File: config.mk
export PLATFORM = sky130hd
export DESIGN_NAME = ir_rx_decoder
export DESIGN_NICKNAME = d
export VERILOG_FILES = /design/src/rtl/ir_rx_decoder.sv
export SDC_FILE = /design/constraint.sdc
export NUM_CORES = 1
export LEC_CHECK = 0
export ABC_AREA = 1
export CAP_MARGIN = 20
export CORE_ASPECT_RATIO = 0.8
export CORE_MARGIN = 3
export CORE_UTILIZATION = 40
export DETAILED_ROUTE_END_ITERATION = 8
export GPL_ROUTABILITY_DRIVEN = 0
export MAX_ROUTING_LAYER = met4
export PLACE_DENSITY = 0.61
export SETUP_SLACK_MARGIN = 0.3
export SYNTH_ARGS = -nofsm -noshare
export SYNTH_HDL_FRONTEND = slang
export SYNTH_SLANG_ARGS = --single-unit
File: constraint.sdc
create_clock -name clock -period 5.4 [get_ports clock]
set_input_delay 0.81 -clock clock [delete_from_list [all_inputs] [get_ports clock]]
set_output_delay 0.81 -clock clock [all_outputs]
set_load 0.005 [all_outputs]
File: src/rtl/ir_rx_decoder.sv
// Pulse-width IR symbol decoder: synchronises rx_port, measures phase widths,
// classifies LEADER / DATA-1 / DATA-0 / STOP symbols and assembles a 32-bit payload.
module ir_rx_decoder #(
   parameter int BASE_DELAY = 250,
   parameter int TOL        = 60,
   parameter int LEADER_MIN = 8
)(
   input  logic        clock,
   input  logic        reset_n,
   input  logic        rx_port,
   output logic [31:0] rx_data,
   output logic        rx_valid,
   output logic        rx_error,
   output logic        rx_busy
);

   localparam int SAT = 4*BASE_DELAY + TOL + 1;
   localparam int CW  = $clog2(SAT + 1);

   localparam logic [CW-1:0] P_SAT     = CW'(SAT);
   localparam logic [CW-1:0] P_ONE_LO  = CW'(BASE_DELAY - TOL);
   localparam logic [CW-1:0] P_ONE_HI  = CW'(BASE_DELAY + TOL);
   localparam logic [CW-1:0] P_LEAD_LO = CW'(2*BASE_DELAY - TOL);
   localparam logic [CW-1:0] P_LEAD_HI = CW'(2*BASE_DELAY + TOL);
   localparam logic [CW-1:0] P_ZERO_LO = CW'(3*BASE_DELAY - TOL);
   localparam logic [CW-1:0] P_ZERO_HI = CW'(3*BASE_DELAY + TOL);
   // r_cnt lags the phase length by one, so this marks 2B-TOL low cycles
   localparam logic [CW-1:0] P_STOP_M1 = CW'(2*BASE_DELAY - TOL - 1);
   localparam logic [5:0]    P_LMIN    = 6'(LEADER_MIN);

   typedef enum logic [2:0] {S_IDLE, S_LEADER, S_DATA, S_STOP, S_FAULT} state_t;
   typedef enum logic [1:0] {C_BAD, C_ONE, C_LEAD, C_ZERO} cls_t;

   logic          r_sync1, r_sync2, r_s_d;
   logic [CW-1:0] r_cnt;
   state_t        r_state;
   cls_t          r_hcls;
   logic [5:0]    r_lead;
   logic [5:0]    r_bits;
   logic [31:0]   r_shift;
   logic          r_first;
   logic [31:0]   r_data;
   logic          r_valid, r_error, r_busy;

   logic w_rise, w_fall, w_edge, w_ovf, w_is_bit;
   cls_t w_cls;

   assign w_rise   = r_sync2 & ~r_s_d;
   assign w_fall   = ~r_sync2 & r_s_d;
   assign w_edge   = w_rise | w_fall;
   assign w_ovf    = ~w_edge && (r_cnt > P_ZERO_HI);
   assign w_is_bit = (w_cls == C_ONE) || (w_cls == C_ZERO);

   always_comb begin
      w_cls = C_BAD;
      if (r_cnt >= P_ONE_LO && r_cnt <= P_ONE_HI)
         w_cls = C_ONE;
      else if (r_cnt >= P_LEAD_LO && r_cnt <= P_LEAD_HI)
         w_cls = C_LEAD;
      else if (r_cnt >= P_ZERO_LO && r_cnt <= P_ZERO_HI)
         w_cls = C_ZERO;
   end

   always_ff @(posedge clock or negedge reset_n) begin
      if (!reset_n) begin
         r_sync1 <= 1'b0;
         r_sync2 <= 1'b0;
         r_s_d   <= 1'b0;
         r_cnt   <= '0;
      end else begin
         r_sync1 <= rx_port;
         r_sync2 <= r_sync1;
         r_s_d   <= r_sync2;
         if (w_edge)
            r_cnt <= CW'(1);
         else if (r_cnt != P_SAT)
            r_cnt <= r_cnt + CW'(1);
      end
   end

   always_ff @(posedge clock or negedge reset_n) begin
      if (!reset_n) begin
         r_state <= S_IDLE;
         r_hcls  <= C_BAD;
         r_lead  <= '0;
         r_bits  <= '0;
         r_shift <= '0;
         r_first <= 1'b0;
         r_data  <= '0;
         r_valid <= 1'b0;
         r_error <= 1'b0;
         r_busy  <= 1'b0;
      end else begin
         r_valid <= 1'b0;
         r_error <= 1'b0;
         case (r_state)
            S_IDLE: begin
               if (w_rise) begin
                  r_state <= S_LEADER;
                  r_busy  <= 1'b1;
                  r_lead  <= '0;
                  r_bits  <= '0;
                  r_first <= 1'b1;
                  r_hcls  <= C_BAD;
               end
            end
            S_LEADER: begin
               if (w_ovf) begin
                  r_state <= S_FAULT;
                  r_error <= 1'b1;
               end else if (w_rise) begin
                  if (r_hcls == C_LEAD && w_cls == C_LEAD) begin
                     if (r_lead != 6'd33)
                        r_lead <= r_lead + 6'd1;
                  end else begin
                     r_state <= S_FAULT;
                     r_error <= 1'b1;
                  end
               end else if (w_fall) begin
                  r_first <= 1'b0;
                  if (w_cls == C_LEAD) begin
                     r_hcls <= C_LEAD;
                  end else if (w_is_bit && r_lead >= P_LMIN && r_lead <= 6'd32) begin
                     r_state <= S_DATA;
                     r_hcls  <= w_cls;
                     r_shift <= {r_shift[30:0], w_cls == C_ONE};
                     r_bits  <= 6'd1;
                  end else if (w_cls == C_BAD && r_first) begin
                     // a short blip on an idle line is noise, not a broken frame
                     r_state <= S_IDLE;
                     r_busy  <= 1'b0;
                  end else begin
                     r_state <= S_FAULT;
                     r_error <= 1'b1;
                  end
               end
            end
            S_DATA: begin
               if (w_ovf) begin
                  r_state <= S_FAULT;
                  r_error <= 1'b1;
               end else if (w_rise) begin
                  if (w_cls != r_hcls) begin
                     r_state <= S_FAULT;
                     r_error <= 1'b1;
                  end
               end else if (w_fall) begin
                  if (r_bits == 6'd32) begin
                     if (w_cls == C_LEAD) begin
                        r_state <= S_STOP;
                     end else begin
                        r_state <= S_FAULT;
                        r_error <= 1'b1;
                     end
                  end else if (w_is_bit) begin
                     r_hcls  <= w_cls;
                     r_shift <= {r_shift[30:0], w_cls == C_ONE};
                     r_bits  <= r_bits + 6'd1;
                  end else begin
                     r_state <= S_FAULT;
                     r_error <= 1'b1;
                  end
               end
            end
            S_STOP: begin
               if (w_rise) begin
                  r_state <= S_FAULT;
                  r_error <= 1'b1;
               end else if (r_cnt == P_STOP_M1) begin
                  r_data  <= r_shift;
                  r_valid <= 1'b1;
                  r_state <= S_IDLE;
                  r_busy  <= 1'b0;
               end
            end
            S_FAULT: begin
               if (!r_sync2) begin
                  r_state <= S_IDLE;
                  r_busy  <= 1'b0;
               end
            end
            default: begin
               r_state <= S_IDLE;
               r_busy  <= 1'b0;
            end
         endcase
      end
   end

   assign rx_data  = r_data;
   assign rx_valid = r_valid;
   assign rx_error = r_error;
   assign rx_busy  = r_busy;

endmodule

==> results_dict.tcl <==
set metrics [dict create \
    rows 36 \
    power_density_nw_per_um2 323 \
    start_util 0.412 \
    final.setup.tns_ps 0 \
    fmax_ghz 0.308 \
    ctsHtreeMaxLevel 3 \
    dr.pass1.iters 5 \
    finalHoldViolCount 0 \
    cp_max_fo 62 \
    wl_mm 10.1 \
    cp-end-kind "register" \
    fin_worst_skew_ps 11.2 \
    slew_violations 0 \
    ir_worst_vdd_mv 0.151 \
    whs_ps 370 \
    core_um2 12300 \
    antenna_found_initial 0 \
    cp-start-kind "register" \
    timing.slew.headroom 0.324 \
    reg2reg_from "r_state[1]" \
    rsz0062_at_grt "false" \
    layout_commonest_cell "nand2_1" \
    path_class "reg2reg" \
    min_from "r_sync1" \
    numCtsBuffers 9 \
    grtUsageMet1 0.220 \
    ys_types 35 \
    cp-startpoint "r_state[1]" \
    area_growth_pct 15.3 \
    use_met2 0.231 \
    combPwrFrac 0.240 \
    ios 38 \
    ys_seq_elements 99 \
    fp.dieArea_um2 14100 \
    cpMaxStageDelayCell "nor2_8" \
    dieHeight_um 107 \
    clkLatencyLatePin_ps 350 \
    nFillCells 1179 \
    path_buf_inv 1 \
    overflow 0 \
    r2r_slack_ps 2160 \
    drv_cap 0 \
    dpl-instance-area_um2 5550 \
    hp-class "reg2reg" \
    drive_gt1_frac 0.133 \
    clk_pin_slew_ps 70 \
    p_sw_frac 0.353 \
    cp_data_required_time_ps 5680 \
    syn-num-nets 628 \
    hold_buffers 0 \
    post_cts_buffers 0 \
    final_cell_mix "nand2_1 (166), dfrtp_1 (99), inv_1 (73)" \
    synth_top_flop_cell "dfrtp_1" \
    grt_start_max_net_pins 64 \
    synth.largest_area_cell "dfrtp_1" \
    design_area_um2 5840 \
    crit_chain "nor3_2 > clkinv_1 > a21oi_1 > nand2_2 > nor2_8 > nand2_1 > o21ai_2" \
    use_met3 0.0328 \
    internal_power_mw 1.22 \
    ctsResizeCount 0 \
    wl_per_cell_um 12.2 \
    synth-edff-count 0 \
    vias 3977 \
    ant_nets 0 \
    first_iter_violations 231 \
    cpLargestDelayFamily "simple AND/OR/NAND/NOR gates" \
    pwr-share-clk 0.333 \
    drc 0 \
    synth_top_area_frac 0.489 \
    outcome "finished clean" \
    io_buffers 37 \
    grt_pass1_vias 3829 \
    chipWidth_um 132 \
    arrival_ps 3520 \
    setup_viol 0 \
    grt-busiest-layer "met2" \
    p_switching_mw 0.667 \
    ys_async_sr_fraction 1.00 \
    clock-root-buffer "clkbuf_16" \
    insertedDiodeCount 0 \
    layout.nets 662 \
    synth_area_leaders "dfrtp_1 (49%), nand2_1 (12%), o21ai_0 (5.5%)" \
    synth_warnings 0 \
    postSynthCellCount 615 \
    grt_pass1_wl_mm 17.9 \
    grt_usage 0.158 \
    netlist_area_um2 5070 \
    worst_slew_pin_slew_ps 1010 \
    slowest_delay_ps 750 \
    seq_power_share 0.427 \
    avgViaCountPerCell 4.82 \
    cts.sinks 99 \
    yosysSeqAreaShare 0.489 \
    period_needed_ps 3240 \
    period_share 0.601 \
    p_leak_nw 2.69 \
    cts_tree "yes" \
    clock_path_buffers 2 \
    hpwl_mm 7.29 \
    synth_area_per_cell_um2 8.24 \
]
## logic make-up (layout without fill, tap and decap cells)
logic type | after synthesis | after routing | share of synthesized area
and+or+nand+nor | 290 | 290 | 0.256
xor gates and xnor gates | 8 | 8 | 0.0138
AOI/OAI and AO/OA | 110 | 110 | 0.134
buffers and inverters | 98 | 137 | 0.0827
adders and majority gates | 10 | 10 | 0.0247
DFF | 99 | 99 | 0.489
## final timing paths
kind                       cells past startpoint     endpoint
setup / recovery                               7  r_shift[19]
hold / removal                                 0      r_sync2
setup reg to reg                               7  r_shift[19]
hold reg to reg                                0      r_sync2
max in group asynchronous                      2  r_shift[31]
min in group asynchronous                      1  r_shift[15]
## layout make-up
cell class	instances	area, um^2	share of cell area
flip-flops and latches	99	2480	0.424
repair buffers	38	375	0.0643
clock inverters	7	68.8	0.0118
clock buffers	9	225	0.0386
multi-input cells	418	2170	0.371
inverters	83	312	0.0533
well taps	171	214	0.0366
## through the flow
stage / setup WS [ps] / utilization / total power [mW] / cells
finish: 2160 / 0.475 / 1.89 / 825
floorplan: 3490 / - / 1.21 / 615
CTS: 2140 / 0.475 / 1.92 / 825
global route: 1800 / 0.475 / 2.00 / 825
detailed placement: 2150 / 0.451 / 1.28 / 809
global placement: 2410 / 0.451 / 1.27 / 809
## flip-flops by register name, indices dropped and copies added (netlist names), 2 cells and up
register,flops
r_shift,32
r_bits,6
r_cnt,11
rx_data,32
r_state,3
r_hcls,2
r_lead,6
## cells in the mapped netlist (all sizes together) (2+ instances only)
master / number
nand2: 184
dfrtp: 99
o21ai: 91
inv: 82
nor2: 50
nand3: 33
a21oi: 14
nor3: 11
ha: 10
buf: 8
clkbuf: 7
nand4: 7
xor2: 7
a31oi: 2
nor3b: 2
## power groups by stage
stage | registers (mW) | logic [mW] | clock network [mW]
floorplan | 0.814 | 0.395 | 0
global placement | 0.820 | 0.446 | 0
detailed placement | 0.821 | 0.456 | 0
CTS | 0.807 | 0.458 | 0.652
global route | 0.811 | 0.517 | 0.674
finish | 0.807 | 0.453 | 0.629
## per-layer routing
layer  vias up  share of wire  wire length [um]
met3        13          0.048               484
met4         0          0.015               148
met5         -              0                 0
met1      1846           0.50              5020
li1       2025              -                 -
met2        93           0.44              4410
No activity file was read; power rests on OpenSTA's default activity.
